<file path="src/rtl/nrisc_firq_ctrl_pkg.sv">
// Shared definitions for the NRISC fast-interrupt controller.
// The FSM state encodings and the default geometry of the interrupt block live here.
package nrisc_firq_ctrl_pkg;

  // FSM states of the fast-interrupt sequencer
  typedef enum logic [1:0] {
    FIRQ_IDLE    = 2'd0,
    FIRQ_SERVICE = 2'd1,
    FIRQ_HOLD    = 2'd2
  } firq_state_e;

  localparam int          FIRQ_DEF_TAM          = 16;
  localparam int          FIRQ_DEF_N_IRQ        = 8;
  localparam logic [15:0] FIRQ_DEF_VECTOR_BASE  = 16'h0010;
  localparam int          FIRQ_DEF_VECTOR_SHIFT = 2;
  localparam int          FIRQ_DEF_HOLDOFF      = 2;

  // The hold-off counter must cover 1..15
  localparam int          FIRQ_HOLD_W           = 4;

endpackage

</file>
<file path="src/rtl/nrisc_sync2.sv">
// Two-flop synchroniser, parameterised width, asynchronous reset to zero.
// Used to bring the asynchronous IRQ lines into the clk domain.
module nrisc_sync2 #(
  parameter int W = 8
) (
  input  logic         clk,
  input  logic         rst,
  input  logic [W-1:0] d,
  output logic [W-1:0] q
);

  logic [W-1:0] sync1_r;
  logic [W-1:0] sync2_r;

  // Two-stage metastability filter
  always_ff @(posedge clk or posedge rst) begin
    if (rst) begin
      sync1_r <= {W{1'b0}};
      sync2_r <= {W{1'b0}};
    end else begin
      sync1_r <= d;
      sync2_r <= sync1_r;
    end
  end

  assign q = sync2_r;

endmodule

</file>
<file path="src/rtl/nrisc_firq_ctrl.sv">
// NRISC fast-interrupt controller.
// Synchronises and masks the IRQ lines, picks the lowest-index pending line,
// redirects the fetch stage to its vector and switches the register file to
// the FIRQ bank; on RETI it restores the saved PC and the USR bank, then
// blocks new entries for HOLDOFF cycles.
// Optional build macro: NRISC_FIRQ_TAILCHAIN_EN -- a return that finds a
// pending request chains straight into it without leaving the FIRQ bank.
module nrisc_firq_ctrl
  import nrisc_firq_ctrl_pkg::*;
#(
  parameter int             TAM          = FIRQ_DEF_TAM,
  parameter int             N_IRQ        = FIRQ_DEF_N_IRQ,
  parameter logic [TAM-1:0] VECTOR_BASE  = TAM'(FIRQ_DEF_VECTOR_BASE),
  parameter int             VECTOR_SHIFT = FIRQ_DEF_VECTOR_SHIFT,
  parameter int             HOLDOFF      = FIRQ_DEF_HOLDOFF
) (
  input  logic             clk,
  input  logic             rst,
  input  logic [N_IRQ-1:0] IRQ_Lines,
  input  logic             IRQ_Mask_wr,
  input  logic [N_IRQ-1:0] IRQ_Mask_D,
  input  logic [TAM-1:0]   IRQ_PC,
  input  logic             IRQ_Stall,
  input  logic             IRQ_Return,
  output logic             IRQ_Redirect,
  output logic [TAM-1:0]   IRQ_Target,
  output logic             REG_Interrupt_flag,
  output logic [N_IRQ-1:0] IRQ_Ack,
  output logic [TAM-1:0]   IRQ_Saved_PC,
  output logic [N_IRQ-1:0] IRQ_Pending
);

  localparam int ID_W = (N_IRQ > 1) ? $clog2(N_IRQ) : 1;

  // Index of the lowest set bit; lowest index has the highest priority
  function automatic logic [ID_W-1:0] lowest_id(input logic [N_IRQ-1:0] req);
    logic [ID_W-1:0] id;
    id = {ID_W{1'b0}};
    for (int i = N_IRQ - 1; i >= 0; i--) begin
      if (req[i]) begin
        id = ID_W'(i);
      end else begin
        id = id;
      end
    end
    return id;
  endfunction

  // Vector address of a line; wraps modulo 2^TAM
  function automatic logic [TAM-1:0] vector_addr(input logic [ID_W-1:0] id);
    return VECTOR_BASE + (TAM'(id) << VECTOR_SHIFT);
  endfunction

  logic [N_IRQ-1:0]       sync_s;
  logic [N_IRQ-1:0]       pending_s;
  logic [ID_W-1:0]        id_s;
  logic                   chain_s;

  logic [N_IRQ-1:0]       mask_r;
  firq_state_e            state_r,    state_s;
  logic                   redirect_r, redirect_s;
  logic [TAM-1:0]         target_r,   target_s;
  logic                   flag_r,     flag_s;
  logic [N_IRQ-1:0]       ack_r,      ack_s;
  logic [TAM-1:0]         saved_r,    saved_s;
  logic [FIRQ_HOLD_W-1:0] hold_r,     hold_s;

  nrisc_sync2 #(.W(N_IRQ)) u_sync (
    .clk (clk),
    .rst (rst),
    .d   (IRQ_Lines),
    .q   (sync_s)
  );

  assign pending_s = sync_s & mask_r;
  assign id_s      = lowest_id(pending_s);

  // Mask register: a write lands at the strobe edge and gates from the next cycle
  always_ff @(posedge clk or posedge rst) begin
    if (rst) begin
      mask_r <= {N_IRQ{1'b0}};
    end else if (IRQ_Mask_wr) begin
      mask_r <= IRQ_Mask_D;
    end
  end

  // Next-state and next-output logic of the entry/service/hold sequencer
  always_comb begin
    state_s    = state_r;
    redirect_s = 1'b0;
    target_s   = target_r;
    flag_s     = flag_r;
    ack_s      = {N_IRQ{1'b0}};
    saved_s    = saved_r;
    hold_s     = hold_r;
`ifdef NRISC_FIRQ_TAILCHAIN_EN
    chain_s    = (pending_s != {N_IRQ{1'b0}});
`else
    chain_s    = 1'b0;
`endif
    case (state_r)
      FIRQ_IDLE: begin
        if ((pending_s != {N_IRQ{1'b0}}) && !IRQ_Stall) begin
          state_s     = FIRQ_SERVICE;
          redirect_s  = 1'b1;
          target_s    = vector_addr(id_s);
          flag_s      = 1'b1;
          ack_s[id_s] = 1'b1;
          saved_s     = IRQ_PC;
        end else begin
          state_s = FIRQ_IDLE;
        end
      end
      FIRQ_SERVICE: begin
        if (IRQ_Return && chain_s) begin
          // Chain into the next request without leaving the FIRQ bank
          state_s     = FIRQ_SERVICE;
          redirect_s  = 1'b1;
          target_s    = vector_addr(id_s);
          ack_s[id_s] = 1'b1;
        end else if (IRQ_Return) begin
          state_s    = FIRQ_HOLD;
          redirect_s = 1'b1;
          target_s   = saved_r;
          flag_s     = 1'b0;
          hold_s     = FIRQ_HOLD_W'(HOLDOFF);
        end else begin
          state_s = FIRQ_SERVICE;
        end
      end
      FIRQ_HOLD: begin
        if (hold_r <= {{(FIRQ_HOLD_W-1){1'b0}}, 1'b1}) begin
          state_s = FIRQ_IDLE;
          hold_s  = {FIRQ_HOLD_W{1'b0}};
        end else begin
          state_s = FIRQ_HOLD;
          hold_s  = hold_r - {{(FIRQ_HOLD_W-1){1'b0}}, 1'b1};
        end
      end
      default: begin
        state_s = FIRQ_IDLE;
        flag_s  = 1'b0;
        hold_s  = {FIRQ_HOLD_W{1'b0}};
      end
    endcase
  end

  // Sequencer state and registered outputs; reset aborts any service at once
  always_ff @(posedge clk or posedge rst) begin
    if (rst) begin
      state_r    <= FIRQ_IDLE;
      redirect_r <= 1'b0;
      target_r   <= {TAM{1'b0}};
      flag_r     <= 1'b0;
      ack_r      <= {N_IRQ{1'b0}};
      saved_r    <= {TAM{1'b0}};
      hold_r     <= {FIRQ_HOLD_W{1'b0}};
    end else begin
      state_r    <= state_s;
      redirect_r <= redirect_s;
      target_r   <= target_s;
      flag_r     <= flag_s;
      ack_r      <= ack_s;
      saved_r    <= saved_s;
      hold_r     <= hold_s;
    end
  end

  assign IRQ_Redirect       = redirect_r;
  assign IRQ_Target         = target_r;
  assign REG_Interrupt_flag = flag_r;
  assign IRQ_Ack            = ack_r;
  assign IRQ_Saved_PC       = saved_r;
  assign IRQ_Pending        = pending_s;

endmodule

</file>
<file path="config.mk">
export PLATFORM = sky130hd
export DESIGN_NAME = nrisc_firq_ctrl
export DESIGN_NICKNAME = d
export VERILOG_FILES = /design/src/rtl/nrisc_firq_ctrl_pkg.sv /design/src/rtl/nrisc_sync2.sv /design/src/rtl/nrisc_firq_ctrl.sv
export SDC_FILE = /design/constraint.sdc
export NUM_CORES = 1
export LEC_CHECK = 0
export ABC_AREA = 1
export BUFFER_PORTS_ARGS = -buffer_cell sky130_fd_sc_hd__buf_2
export CORE_MARGIN = 4
export CORE_UTILIZATION = 55
export DETAILED_ROUTE_END_ITERATION = 8
export PLACE_DENSITY = 0.85
export SYNTH_ARGS = -nofsm -noshare
export SYNTH_HDL_FRONTEND = slang
export SYNTH_HIERARCHICAL = 1
export SYNTH_SLANG_ARGS = --single-unit
</file>
<file path="constraint.sdc">
create_clock -name clk -period 5.4 [get_ports clk]
set_input_delay 1.08 -clock clk [delete_from_list [all_inputs] [get_ports clk]]
set_output_delay 1.08 -clock clk [all_outputs]
set_load 0.02 [all_outputs]
</file>
==> run metrics <==
Finished Layout Cells 454; hold slack 0.350 ns; total clock sinks just over 70; Detail Route Antenna Nets 0; post-route clock period utilization 40.1%; DR vias/cell 4.84; Antenna Cells 0; Seq. cell area ~1800 um2; DR WL/cell around 14 um; Setup Buffers After CTS 0; delay-heaviest family, CP simple AND/OR/NAND/NOR gates; total power 1.90 mW; Reg clk slew, reported paths 0.07 ns; area of the mapped netlist 2970 um2; Clock Latency Late Sink around 0.34 ns; Hold Buf Count CTS 0; DR vias 2197; area grow syn2layout 21.1%; LEAKAGE approximately 2.0 nW; Worst Path Arrival 2.43 ns; initial core utilization 57.4%; Max-cap violations 0; Core Region 5170 um2; final instance area 3590 um2; Startpoint Class flop; GR Util All Layers 20.8%; DP Wirelength roughly 4600 um; EDFF count, synth 0; # rows 26; pre-CTS WS 3.11 ns; Die X-Extent 81.4 um; initial antenna violation count 0; Layout Utilization between 60% and 70%; status completed; CTS tree built; f_max 0.462 GHz; RSZ-0062 raised after global routing false; gr ovfl total 0; grt met3 use 4.71%; sequential area share after synthesis 60.7%; Layout fillers 381; global routing usage on met1 between 20% and 30%; share of cells above drive strength 1 38.8%; final slew viol count 0; Cell Area, Placed 3420 um2; count of final setup violators 0; maximum vdd drop approximately 290 uV; IO Count 87; Nets 423; Clock Skews about 0.007 ns; Netlist cell types 29; grt met2 use a little over a third; Hold Crit Class reg2reg; H-tree depth 3; first-pass GRT wire length between 10000 and 15000 um; initial drt markers 130; Die Y 81.4 um; final hold violations 0; critical path fanouts, max 31; largest net degree at the start of global routing 57; Final TNS setup 0 ns; RePlAce Congestion approximately 0.75; Final Critical Period around 2.2 ns; Crit. End Element flop; area occupied by multi-input gates roughly 1000 um2; total die area 6630 um2; Max stage delay on crit path between 0.5 and 0.6 ns; P per Cell Area about 530 nW/um2; GRT busiest layer met2; Synth Instances 290; Post-CTS Resized 0; Async SR Flop Fraction 100%; synthesized area per cell 10.2 um2; Worst Tran Pin Value approximately 0.69 ns; Max-Slew Margin vs Limit between 50% and 60%; Seq cells post-synth 72; Worst EP required 5.66 ns; Num CTS Buffers 9; Syn. warnings 6; Root Driver clkbuf_8; Top FF cell, synth dfrtp_1; CTS max path bufs 2; critical path class reg2reg; net count after synthesis 333; critical path buffer and inverter count 2; TritonRoute pass-1 iters 4; final wirelength 6190 um; IO buf count 86; CP cell instances inv_1 -> ha_1 -> inv_2 -> nor2_2 -> a21oi_2 -> nand2_4 -> nand2_1 -> o21ai_2; drt drc 0; CP max-delay cell ha_1; vias in the first global route 2256; Cells after DPL 439; PnR worst setup slack between 3 and 4 ns
registers in the layout (all words and copies together), names as in the netlist:
name                flops
mask_r                  8
IRQ_Redirect            1
hold_r                  4
REG_Interrupt_flag      1
IRQ_Saved_PC           16
IRQ_Ack                 8
IRQ_Target             16
state_r                 2
u_sync/q                8
u_sync/sync1_r          8
path summary, 6_finish.rpt:
path | from | endpoint | slack, ns | cells after the start
min in group asynchronous | rst | u_sync/q[0] | 0.81 | 2
max | state_r[1] | IRQ_Target[3] | 3.23 | 8
max in group asynchronous | rst | hold_r[2] | 3.99 | 3
max reg2reg | state_r[1] | IRQ_Target[3] | 3.23 | 8
min | u_sync/sync1_r[3] | u_sync/q[3] | 0.35 | 0
min reg2reg | u_sync/sync1_r[3] | u_sync/q[3] | 0.35 | 0
cells in the final DEF, fill, tap and decap left out, types with 2 or more instances in the layout:
cell type,instances
a21oi_1,2
o21ai_2,14
nand3_1,6
inv_1,21
nor2_2,4
nand2_2,9
nand2_1,99
nor2_1,17
clkbuf_8,11
clkinv_2,2
inv_2,5
o21ai_0,6
ha_1,6
mux2_2,8
dfrtp_1,72
buf_2,86
final cells by class:
class / count / area share (%)
multi-input combinational: 184 / 27.7
tap: 70 / 2.44
sequential: 72 / 50.1
clock inverter: 3 / 0.487
timing repair buffer: 87 / 12.2
clock buffer: 12 / 4.32
inverter: 26 / 2.72
cell families (layout without fill, tap and decap cells):
logic type | Yosys count | after routing | synth area share [%]
simple gates | 142 | 142 | 20.7
flops | 72 | 72 | 60.7
compound gates | 27 | 27 | 7.04
mux | 8 | 8 | 3.04
xor+xnor | 1 | 1 | 0.295
buf+inv | 34 | 128 | 5.69
fa+ha+maj | 6 | 6 | 2.53
per-layer routing:
layer,vias up,wire length [um]
li1,1077,-
met2,79,3050
met3,10,452
met1,1031,2570
met4,0,114
met5,-,0
worst register-to-register path, stage by stage, from the launching register on:
cell and delay [ns]:
dfrtp_1 0.41, inv_1 0.09, ha_1 0.56, inv_2 0.18, nor2_2 0.18, a21oi_2 0.07, nand2_4 0.33, nand2_1 0.18
o21ai_2 0.09
synthesized netlist by cell type, drive strengths merged (2+ instances only):
cell type  number  area, um2
nand3           7       40.0
nor2           22        100
o21ai          21        158
buf             6       63.8
dfrtp          72       1800
ha              6       75.1
inv            26       97.6
a21oi           4       35.0
nand2         109        439
mux2            8       90.1
nor3            2       15.0
clkbuf          2       7.51
report_power, final:
part / leakage, nW / total (mW) / switching, mW / internal (mW)
clock network: 0.0882 / 0.374 / 0.186 / 0.188
logic: 0.993 / 0.770 / 0.529 / 0.241
registers: 0.904 / 0.758 / 0.0879 / 0.670
Note: power is estimated with default switching activity, not from simulation.
